## config.mk

```make
export PLATFORM = sky130hd
export DESIGN_NAME = axi_serializer
export DESIGN_NICKNAME = d
export VERILOG_FILES = /design/src/rtl/rfnoc_stream_pkg.sv /design/src/rtl/axi_serializer.sv
export SDC_FILE = /design/constraint.sdc
export NUM_CORES = 1
export LEC_CHECK = 0
export ABC_CLOCK_PERIOD_IN_PS = 2400
export BUFFER_PORTS_ARGS = -buffer_cell sky130_fd_sc_hd__buf_2
export CAP_MARGIN = 20
export CORE_ASPECT_RATIO = 0.5
export CORE_MARGIN = 4
export CORE_UTILIZATION = 25
export CTS_BUF_LIST = sky130_fd_sc_hd__clkbuf_2
export CTS_CLUSTER_SIZE = 14
export DETAILED_ROUTE_END_ITERATION = 8
export PLACE_DENSITY = 0.39
export SLEW_MARGIN = 20
export SYNTH_ARGS = -nofsm -noshare
export SYNTH_HDL_FRONTEND = slang
export SYNTH_SLANG_ARGS = --single-unit
```

## constraint.sdc

```tcl
create_clock -name clk -period 2.4 [get_ports clk]
set_input_delay 0.12 -clock clk [delete_from_list [all_inputs] [get_ports clk]]
set_output_delay 0.12 -clock clk [all_outputs]
set_load 0.005 [all_outputs]
```

## src/rtl/rfnoc_stream_pkg.sv

```systemverilog
// Shared stream helpers for the serial link (axi_serializer / axi_deserializer):
// stats counter width, serializer state encoding and a width-generic bit reverse.
package rfnoc_stream_pkg;

    localparam int STATS_W = 16;
    localparam int MAX_W   = 1024;
    localparam int MAX_AW  = $clog2(MAX_W);

    typedef enum logic {
        ST_IDLE  = 1'b0,
        ST_SHIFT = 1'b1
    } ser_state_e;

    // Reverses the low n bits of x; bits at and above n come back as zero.
    function automatic logic [MAX_W-1:0] bitrev(input logic [MAX_W-1:0] x, input int n);
        logic [MAX_W-1:0] r;
        r = '0;
        for (int i = 0; i < MAX_W; i++) begin
            if (i < n) r[MAX_AW'(i)] = x[MAX_AW'(n - 1 - i)];
        end
        return r;
    endfunction

endpackage

```

## src/rtl/axi_serializer.sv

```systemverilog
// WIDTH-bit AXI-Stream to 1-bit AXI-Stream, MSB first, no bubbles between words.
// Define AXI_SERIALIZER_STATS_EN to add the words_sent / pkts_sent counters.
module axi_serializer
    import rfnoc_stream_pkg::*;
#(
    parameter int WIDTH = 32
) (
    input  logic             clk,
    input  logic             rst_n,
    input  logic             reverse_input,
    input  logic [WIDTH-1:0] i_tdata,
    input  logic             i_tlast,
    input  logic             i_tvalid,
    output logic             i_tready,
    output logic             o_tdata,
    output logic             o_tlast,
    output logic             o_tvalid,
    input  logic             o_tready
`ifdef AXI_SERIALIZER_STATS_EN
    ,
    output logic [STATS_W-1:0] words_sent,
    output logic [STATS_W-1:0] pkts_sent
`endif
);

    localparam int CW = $clog2(WIDTH);

    ser_state_e       state, state_n;
    logic [WIDTH-1:0] sh, sh_n;
    logic [CW-1:0]    cnt, cnt_n;
    logic             last, last_n;

    logic             busy, last_bit, xfer, load;
    logic [WIDTH-1:0] rev_data;

    assign busy     = (state == ST_SHIFT);
    assign last_bit = (cnt == '0);
    assign xfer     = busy & o_tready;
    // Combinational o_tready path lets the next word load on the final bit.
    assign i_tready = !busy | (o_tready & last_bit);
    assign load     = i_tvalid & i_tready;
    assign rev_data = WIDTH'(bitrev(MAX_W'(i_tdata), WIDTH));

    assign o_tdata  = sh[WIDTH-1];
    assign o_tvalid = busy;
    assign o_tlast  = busy & last & last_bit;

    always_ff @(posedge clk or negedge rst_n) begin
        if (!rst_n) begin
            state <= ST_IDLE;
            sh    <= '0;
            cnt   <= '0;
            last  <= 1'b0;
        end else begin
            state <= state_n;
            sh    <= sh_n;
            cnt   <= cnt_n;
            last  <= last_n;
        end
    end

    always_comb begin
        state_n = state;
        sh_n    = sh;
        cnt_n   = cnt;
        last_n  = last;
        if (load) begin
            sh_n    = reverse_input ? rev_data : i_tdata;
            cnt_n   = CW'(WIDTH - 1);
            last_n  = i_tlast;
            state_n = ST_SHIFT;
        end else if (xfer) begin
            if (!last_bit) begin
                sh_n  = {sh[WIDTH-2:0], 1'b0};
                cnt_n = cnt - CW'(1);
            end else begin
                state_n = ST_IDLE;
            end
        end
    end

`ifdef AXI_SERIALIZER_STATS_EN
    always_ff @(posedge clk or negedge rst_n) begin
        if (!rst_n) begin
            words_sent <= '0;
            pkts_sent  <= '0;
        end else if (xfer & last_bit) begin
            words_sent <= words_sent + STATS_W'(1);
            if (last) pkts_sent <= pkts_sent + STATS_W'(1);
        end
    end
`endif

endmodule

```

; ---- Word-level counts from Yosys, hierarchy flattened
; Index checks and enable logic that the tools add are counted.
[classes]
n_reduce_logical = 6
addsub = 1
n_mux = 10
bitwise = 6
n_eq_ne = 1
[ops]
columns = operator, n
row1 = 32-bit 2-to-1 mux, 4
row2 = 5-bit 2-to-1 mux, 3
row3 = 1-bit AND, 5
row4 = 5-bit logical NOT, 1
row5 = 5-bit by 1-bit subtractor with 5-bit output (second input constant), 1
row6 = 2-bit AND reduction, 2
row7 = 2-bit nonzero test, 2
row8 = 1-bit 2-to-1 mux, 3
row9 = 2-bit by 1-bit inequality test with 1-bit output (second input constant), 1
row10 = 1-bit logical NOT, 1
row11 = 1-bit OR, 1
[totals]
inputBits = 38
register_bits = 39
output_inout_bits = 4

; ---- Longest topological paths before layout
; Gate-level depths: netlist of run 1.
[depth]
ltp_word = 6
depth_mapped = 8

; ---- Worst setup path before layout of run 1
; OpenSTA, ideal clock, no wires.
[synth_path]
path_type = reg-to-reg
start = register cnt[0]
end = register last
required_ns = 2.275
synth_period_minus_slack_ns = 1.963
t_arrival_ns = 1.838
stages_incl_launch_ff = 7
n_path_buf = 1
setup_slack_ns = 0.437
cell_sequence = dfrtp_1 > inv_1 > ha_1 > or4b_1 > buf_2 > a211oi_1 > mux2_2
[synth_between]
elab_chain_cells = 4
[synth_rtl]
columns = item, line
row1 = from (decl), axi_serializer.sv:30  ; logic [CW-1:0] cnt, cnt_n;
row2 = from (signal assigned), axi_serializer.sv:57  ; cnt <= cnt_n;
row3 = 5-bit logical NOT, axi_serializer.sv:37  ; assign last_bit = (cnt == '0);
row4 = 1-bit AND, axi_serializer.sv:40  ; assign i_tready = !busy | (o_tready & last_bit);
row5 = 1-bit OR, axi_serializer.sv:40
row6 = 1-bit AND, axi_serializer.sv:41  ; assign load = i_tvalid & i_tready;
row7 = to (signal assigned), axi_serializer.sv:58  ; last <= last_n;
row8 = to (decl), axi_serializer.sv:31  ; logic last, last_n;
; Every way passes these cells.
; A chain may end at the register's enable or synchronous reset.

; ---- Worst setup path after layout of run 1
[layout_path]
start = register cnt[0]
end = register sh[13]
[layout_between]
elab_chain_cells = 6
elab_cells_between_ends = 8
cone_classes = eq/ne: 1 / mux: 1 / bitwise: 3 / reduce/logical: 3
[layout_rtl]
columns = item, line
row1 = 5-bit logical NOT (*), axi_serializer.sv:37
row2 = 1-bit AND, axi_serializer.sv:40
row3 = 1-bit OR, axi_serializer.sv:40
row4 = 1-bit AND, axi_serializer.sv:41
row5 = 2-bit by 1-bit inequality test with 1-bit output (no source line) / 2-bit nonzero test (equally long branches), n/a
row6 = 2-bit AND reduction (no source line), n/a
row7 = to (signal assigned), axi_serializer.sv:56  ; sh <= sh_n;
row8 = to (decl), axi_serializer.sv:29  ; logic [WIDTH-1:0] sh, sh_n;
; Every way passes the cells marked *; elsewhere a longest branch is shown, timed or not.

==> results of run 1 <==
[layer usage]
metal,routed length [µm],vias to the layer above
li1,-,1036
met1,3519,1071
met2,3172,37
met4,104,0
met5,0,-
met3,330,9
[flip-flops by register name, indices dropped and copies added, names as in the netlist]
name and cells:
last 1, cnt 5, o_tvalid 1, sh 32
[worst max path at each step]
stage,from,to,slack (ns),cells after the start
2_1_floorplan,cnt[0],last,0.44,6
3_3_place_gp,cnt[0],sh[13],0.16,6
3_5_place_dp,cnt[0],sh[13],0.12,6
4_1_cts,cnt[0],sh[13],0.05,6
5_1_grt,cnt[0],i_tready,0.01,6
6_report,cnt[0],sh[13],0.15,6
[power by group through the flow]
stage                     Sequential (mW)  Combinational, mW  Clock [mW]
final                                1.08              0.877       0.304
after global routing                 1.11              0.992       0.360
after floorplan                      1.05              0.664           0
after global placement               1.09              0.833           0
after detailed placement             1.09              0.850           0
after CTS                            1.08              0.886       0.337
[placed cells by master, fill, tap and decap left out, types with 5 or more instances in the layout]
master     instances
a2111oi_0         30
a221oi_1          31
buf_2             41
buf_4              8
clkbuf_2           5
dfrtp_1           39
inv_1             36
mux2_1             8
mux2_2            25
nor2_1            34
[final cells by class]
| cell class | count | area [µm²] | area share |
|---|---|---|---|
| inverter | 36 | 135.1 | 0.04629 |
| clock buffer | 5 | 25.02 | 0.008573 |
| timing repair buffer | 55 | 345.3 | 0.1183 |
| multi-input combinational | 153 | 1254 | 0.4295 |
| tap | 135 | 168.9 | 0.05787 |
| sequential | 39 | 975.9 | 0.3343 |
| clock inverter | 3 | 15.01 | 0.005144 |
[stage by stage]
stage / total power [mW] / hold slack, ns / setup WS [ns] / util
after global routing: 2.465 / 0.06478 / 0.01444 / 0.3050
after CTS: 2.301 / 0.05852 / 0.05389 / 0.3044
final: 2.261 / 0.1069 / 0.1537 / 0.3050
after floorplan: 1.713 / -0.1756 / 0.4367 / -
after detailed placement: 1.944 / 0.3199 / 0.1199 / 0.2945
after global placement: 1.924 / 0.3162 / 0.1552 / 0.2945
[logic make-up (layout without fill, tap and decap cells)]
kind of cell | after synthesis | count (layout) | share of synthesized area
buf+inv | 66 | 99 | 0.1126
flops | 39 | 39 | 0.3920
mux | 33 | 33 | 0.1492
xor+xnor | 1 | 1 | 0.003518
fa+ha+maj | 1 | 1 | 0.005024
compound gates | 71 | 71 | 0.2482
simple gates | 46 | 47 | 0.08945
[worst min-delay path: cells and delay by family]
| kind | cells | cell delay [ns] |
|---|---|---|
| mux | 1 | 0.15 |
| buf+inv | 1 | 0.09 |
| compound gates | 1 | 0.13 |
[timing repair]
item	CTS	global route
setup buffers	1	0
pin swaps	0	0
setup endpoints to repair	1	4
hold buffers	4	0
gates resized for setup	0	2
cloned	1	0
endpoints found under the hold margin	42	0
==> metrics.cfg, run 1 <==
[synth]
syn_nets = 296
synth_largest_area_cell = dfrtp_1
synth-async-reset-ratio = 1.000
synth_ff_type = dfrtp_1
synth_commonest_cells = dfrtp_1, inv_1, nor2_1
synth-seq-cells = 39
ys_warn_count = 0
postSynthCellCount = 257
ys_top_cells_by_area = dfrtp_1, mux2_2, a2111oi_0
synth_cell_types = 28
synth_enable_flop_cells = 0
synth_top_area_share = 0.3920
syn_avg_cell_area_um2 = 9.688
syn_area_um2 = 2490
synth_most_common_cell = dfrtp_1
ys_seq_area_frac = 0.3920

[critical_path]
crit_path_end_kind = flop
crit-reg2reg-launch = cnt[0]
cpPeakStageDelay_ns = 0.57
crit_type = flop to flop
cp.required_ns = 2.70
r2r_end = sh[13]
slowest_stage = a2111oi_0
start_kind = flop
worstPathCellList = inv_1 -> ha_1 -> or4b_4 -> buf_4 -> a2111oi_0 -> a221oi_1
path_buf_inv = 2
ff2ff_path_depth = 6
critPathMaxFanout = 17
arrival_ns = 2.54
reg2reg_slack_ns = 0.15
crit_family = compound AO/OA/AOI/OAI gates

[pwr]
power_density_nw_per_um2 = 774.6
power.leakage_nw = 1.264
power_switching_mw = 0.8768
pwr-share-seq = 0.477
p_int_mw = 1.384
p_comb_frac = 0.388
clkPwrFrac = 0.135
p_sw_frac = 0.3878
peakVddDrop_mv = 0.1670

[sta]
fmax_mhz = 445.2
period_needed_ns = 2.246
worst_pin_slew_ns = 0.9246
hold_viol = 0
period_share = 0.9359
rsz0062_at_grt = no
skew_ns = 0.01553
max_slew_margin = 0.3836
drv_slew = 0
tns_ns = 0
setup_viol = 0

[clocking]
clk_path_buf_depth = 2
root_buffer = clkbuf_2
cts_sinks = 39
clkTransAtPathRegs_ns = 0.22
cts_tree = built
htree_num_levels = 2
clkLatencyLatePin_ns = 0.41
numCtsBuffers = 5

[final_layout]
instances_no_fill = 426
finalNetCount = 329
area_growth_pct = 17.24
final_area_um2 = 2919
antennaDiodeCount = 0
drive_gt1_frac = 0.3058
fillCellCount = 1034

[placement]
dpl.hpwl_um = 4479
portBuffers = 41
place.gp.congestion = 0.7456
dp_cells = 412
post_dp_cell_area_um2 = 2819

[global_route]
antenna_found_initial = 0
grt_first_pass_wirelength_um = 11700
grtUsageMet2 = 0.2037
gr-usage-met1 = 0.1661
grt_pass1_vias = 2238
use_met3 = 0.03287
grt_max_degree = 43
grt_overflow_total = 0
grtUsageTotal = 0.1253
grt_busiest_layer = met2

[floorplanning]
dieArea_um2 = 11720
num_io_pins = 42
num_rows = 25
core_um2 = 9572
die_y_um = 78.57
start_util = 0.2601
die_x_um = 149.1

[route]
firstDrtPassIters = 4
via_count = 2153
vias_per_cell = 5.054
wl_per_cell_um = 16.73
routed_wl_um = 7126
drtIter0Drc = 76
drc = 0
ant_nets = 0

[worst_hold_path]
min_path_type = input pin to flop
holdPathStages = 3
hold-path-endpoint = sh[0]
min_from = i_tdata[0]

[status]
status = complete, no violations

[run]
maxCapViolCount = 0

Note: power is estimated with default switching activity, not from simulation.
==> inputs of run 2 (changes only) <==
Settings changed: ABC_CLOCK_PERIOD_IN_PS 2400 to 2580.
Clock period 2.4 ns to 2.58 ns, I/O delays scaled along.
==> run 2 against run 1 <==
Net effect: via count rose by 0.42%; total power decreased by 1.9%; register-to-register slack improved by 0.07 ns; global-route usage fell by 0.64 points; sequential share of layout area shrank 0.52 points; critical path type is now flop to output port; largest power group unchanged; first-iteration DRC count is 53% higher; highest routed layer unchanged.
==> metrics.cfg, run 2 (synthesis gave the netlist of run 1 again) <==
[final_layout]
reg_top3 = sh: 32 flops, cnt: 5 flops
area_growth_pct = 19.10
antennaDiodeCount = 0
final_area_um2 = 2965
final_common_cell = buf_2
fin_util = 0.3098
instances_no_fill = 427
largest_register_ffs = 32
layout_common_cells = buf_2, dfrtp_1, inv_1
finalNetCount = 331
drive_gt1_frac = 0.3082
top_register = sh

[placement]
dpl.hpwl_um = 4495
portBuffers = 41
dp_cells = 410
place.gp.congestion = 0.7215
post_dp_cell_area_um2 = 2804

[route]
firstDrtPassIters = 4
routed_wl_um = 6999
wl_per_cell_um = 16.39
ant_nets = 0
drc = 0
via_count = 2162
drtIter0Drc = 116
vias_per_cell = 5.063

[pwr]
clkPwrFrac = 0.176
pwr-share-seq = 0.451
power.leakage_nw = 1.283
p_sw_frac = 0.3680
p_comb_frac = 0.374
p_int_mw = 1.401
peakVddDrop_mv = 0.2010
power_density_nw_per_um2 = 747.7
power_switching_mw = 0.8159

[floorplanning]
dieArea_um2 = 11720
start_util = 0.2601
core_um2 = 9572
num_rows = 25
die_x_um = 149.1
die_y_um = 78.57
num_io_pins = 42

[run]
maxCapViolCount = 0

[critical_path]
path_buf_inv = 2
worstPathCellList = inv_1 -> ha_1 -> or4b_4 -> and2_4 -> nor2_1 -> buf_2
cpPeakStageDelay_ns = 0.53
arrival_ns = 2.25
cp.required_ns = 2.45
crit_family = simple AND/OR/NAND/NOR gates
start_kind = flop
slowest_stage = or4b_4
critPathMaxFanout = 18
crit_path_end_kind = output port
crit_type = flop to output port

[clocking]
htree_num_levels = 2
cts_sinks = 39
numCtsBuffers = 5
cts_tree = built
root_buffer = clkbuf_2
clk_path_buf_depth = 2
clkTransAtPathRegs_ns = 0.24
clkLatencyLatePin_ns = 0.45

[sta]
period_share = 0.9202
max_slew_margin = 0.5006
setup_viol = 0
hold_viol = 0
skew_ns = 0.04175
drv_slew = 0
rsz0062_at_grt = no
tns_ns = 0
worst_pin_slew_ns = 0.7491
period_needed_ns = 2.374
fin_hold_ws_ns = 0.07114
fmax_mhz = 421.2

[worst_hold_path]
min_path_type = input pin to asynchronous set/reset pin

[global_route]
grtUsageTotal = 0.1189
antenna_found_initial = 0
grt_overflow_total = 0
grt_first_pass_wirelength_um = 11210
grt_max_degree = 57
grt_pass1_vias = 2184

[status]
status = complete, no violations

run 2: worst register-to-register path, delay by kind of cell, from the launching register on:
| kind | cells | cell delay (ns) |
|---|---|---|
| compound gates | 2 | 0.59 |
| simple gates | 1 | 0.53 |
| flops | 1 | 0.45 |
| buf+inv | 3 | 0.44 |
| fa+ha+maj | 1 | 0.21 |
run 2: per-layer routing:
metal	track usage	up-vias	part of all wire
met5	0	-	0
li1	-	1043	-
met3	0.02826	8	0.043
met1	0.1603	1067	0.50
met4	0.03379	0	0.011
met2	0.1906	44	0.45
run 2: power groups by stage:
stage,Sequential [mW],Combinational (mW),Clock [mW]
floorplan,0.975,0.618,0
global placement,1.01,0.770,0
detailed placement,1.01,0.793,0
CTS,1.00,0.810,0.408
global route,1.03,0.925,0.430
finish,0.999,0.829,0.390
run 2: repair_timing:
item	CTS	global route
endpoints found under the setup margin	1	1
gates resized for setup	1	0
hold buffers	4	0
endpoints found under the hold margin	43	0
gates cloned	1	0
buffers inserted	0	4
run 2: layout make-up:
class / count / area [µm²]
flip-flops and latches: 39 / 975.9
fillers: 1027 / 6606
well taps: 135 / 168.9
repair buffers: 57 / 372.9
clock inverters: 1 / 30.03
clock buffers: 6 / 30.03
multi-input cells: 153 / 1252
inverters: 36 / 135.1
run 2: worst paths after layout:
path / startpoint / endpoint / slack, ns / cells after the start
max: cnt[0] / i_tready / 0.21 / 6
max in group asynchronous: rst_n / sh[0] / 1.99 / 3
max reg2reg: cnt[0] / sh[25] / 0.22 / 7
min: rst_n / sh[15] / 0.07 / 2
min reg2reg: last / last / 0.54 / 1
min in group clk: i_tdata[31] / sh[0] / 0.10 / 3
run 2: per-stage QoR:
stage               worst slack [ns]  power [mW]
finish                        0.2060       2.217
global placement              0.1918       1.778
CTS                          0.07452       2.218
detailed placement            0.1211       1.804
floorplan                     0.6167       1.593
global route                 0.06589       2.383
==> inputs of run 3 (changes only) <==
Settings changed: CORE_MARGIN 4 to 2.
==> run 3 against run 2 <==
Net effect: clock power is 30% lower; non-clock buffer count fell by 6; worst setup slack got worse by 0.075 ns; core utilization shrank 0.92 points; via count decreased by 2.8%; design area is 3.0% lower.
==> metrics.cfg, run 3 (synthesis gave the netlist of run 1 again) <==
[sta]
tns_ns = 0
max_slew_margin = 0.3821
skew_ns = 0.02127
period_needed_ns = 2.449
drv_slew = 0
fmax_mhz = 408.3
worst_pin_slew_ns = 0.9268
hold_viol = 0
rsz0062_at_grt = no
setup_viol = 0
worst_slack_ns = 0.1311
period_share = 0.9492

[final_layout]
finalNetCount = 325
fillCellCount = 1038
final_common_cell = buf_2
antennaDiodeCount = 0
fin_util = 0.3007
area_growth_pct = 15.58
instances_no_fill = 420
largest_register_ffs = 32
layout_common_cells = buf_2, dfrtp_1, inv_1
top_register = sh
reg_top3 = sh: 32 flops, cnt: 5 flops
drive_gt1_frac = 0.2912

[pwr]
p_sw_frac = 0.3817
pwr-share-seq = 0.484
p_comb_frac = 0.384
power.leakage_nw = 1.238
clkPwrFrac = 0.132
p_int_mw = 1.277
power_switching_mw = 0.7880
power_density_nw_per_um2 = 717.4
peakVddDrop_mv = 0.1607

[floorplanning]
num_io_pins = 42
dieArea_um2 = 10820
die_y_um = 74.57
die_x_um = 145.1
core_um2 = 9572
num_rows = 25
start_util = 0.2601

[status]
status = complete, no violations

[placement]
dpl.hpwl_um = 4263
place.gp.congestion = 0.7138
place_ws_ns = 0.1031
dp_cells = 409
portBuffers = 41

[route]
ant_nets = 0
drtIter0Drc = 105
routed_wl_um = 6602
vias_per_cell = 5.005
drc = 0
firstDrtPassIters = 4
via_count = 2102
wl_per_cell_um = 15.72

[clocking]
clkTransAtPathRegs_ns = 0.21
clkLatencyLatePin_ns = 0.40
cts_tree = built
root_buffer = clkbuf_2
numCtsBuffers = 5
clk_path_buf_depth = 2
post_cts_buffers = 0
htree_num_levels = 2
cts_sinks = 39

[critical_path]
slowest_stage = or4b_4
cpPeakStageDelay_ns = 0.60
crit_family = simple AND/OR/NAND/NOR gates
worstPathCellList = inv_1 -> ha_1 -> or4b_4 -> and2_4 -> nor2_1 -> buf_2
path_buf_inv = 2
crit_type = flop to output port
start_kind = flop
critPathMaxFanout = 18
crit_path_end_kind = output port
arrival_ns = 2.32
cp.required_ns = 2.45

[global_route]
grt_overflow_total = 0
antenna_found_initial = 0
grt_first_pass_wirelength_um = 10820
grt_pass1_vias = 2107
grtUsageTotal = 0.1258
grt_max_degree = 57

[run]
maxCapViolCount = 0

[worst_hold_path]
min_path_type = input pin to flop

[run 3: cell count changes in the layout (fill, tap and decap cells not counted), sizes merged]
cell,change
bufinv,-1
buf,-6
[run 3: repair_timing]
| item | 4_1_cts | 5_1_grt |
|---|---|---|
| gates cloned | 0 | 1 |
| pin swaps | 0 | 0 |
| endpoints found under the setup margin | 1 | 1 |
| endpoints found under the hold margin | 42 | 0 |
| gates resized for setup | 1 | 0 |
| hold buffers | 4 | 0 |
[run 3: power by group through the flow]
| stage | Clock (mW) | Sequential [mW] | Combinational, mW |
|---|---|---|---|
| finish | 0.273 | 1.00 | 0.792 |
| global placement | 0 | 1.01 | 0.768 |
| CTS | 0.291 | 1.00 | 0.795 |
| detailed placement | 0 | 1.01 | 0.785 |
| global route | 0.300 | 1.03 | 0.898 |
| floorplan | 0 | 0.975 | 0.618 |
[run 3: final timing paths]
path	start	to	slack, ns	depth (start not counted)
worst max-delay path	cnt[0]	i_tready	0.13	6
worst min-delay path	i_tdata[31]	sh[0]	0.12	3
worst max register to register	cnt[0]	sh[12]	0.23	6
worst min register to register	last	last	0.53	1
max in group asynchronous	rst_n	sh[20]	1.62	2
min in group asynchronous	rst_n	sh[26]	0.35	2
[run 3: metal layers]
layer / part of all wire / global-route usage
met5: 0 / 0
met4: 0.0068 / 0.03050
met3: 0.029 / 0.03006
met2: 0.44 / 0.2021
met1: 0.52 / 0.1743
[run 3: layout make-up]
| cell class | count | area [µm²] | share of cell area |
|---|---|---|---|
| Clock buffer | 6 | 30.03 | 0.01043 |
| Inverter | 36 | 135.1 | 0.04696 |
| Multi-Input combinational cell | 153 | 1252 | 0.4352 |
| Sequential cell | 39 | 975.9 | 0.3391 |
| Tap cell | 135 | 168.9 | 0.05870 |
| Timing Repair Buffer | 51 | 315.3 | 0.1096 |
[run 3: per-stage QoR]
stage / cell area (µm²) / power, mW / hold WS [ns]
floorplan: 2490 / 1.593 / -0.1666
global placement: 2796 / 1.777 / 0.3322
detailed placement: 2796 / 1.797 / 0.3410
CTS: 2870 / 2.086 / 0.09125
global route: 2878 / 2.230 / 0.08461
finish: 2878 / 2.065 / 0.1186
[run 3: tightest hold or removal path: stages]
cell	delay [ns]
buf_2	0.09
mux2_2	0.16
a22o_1	0.13
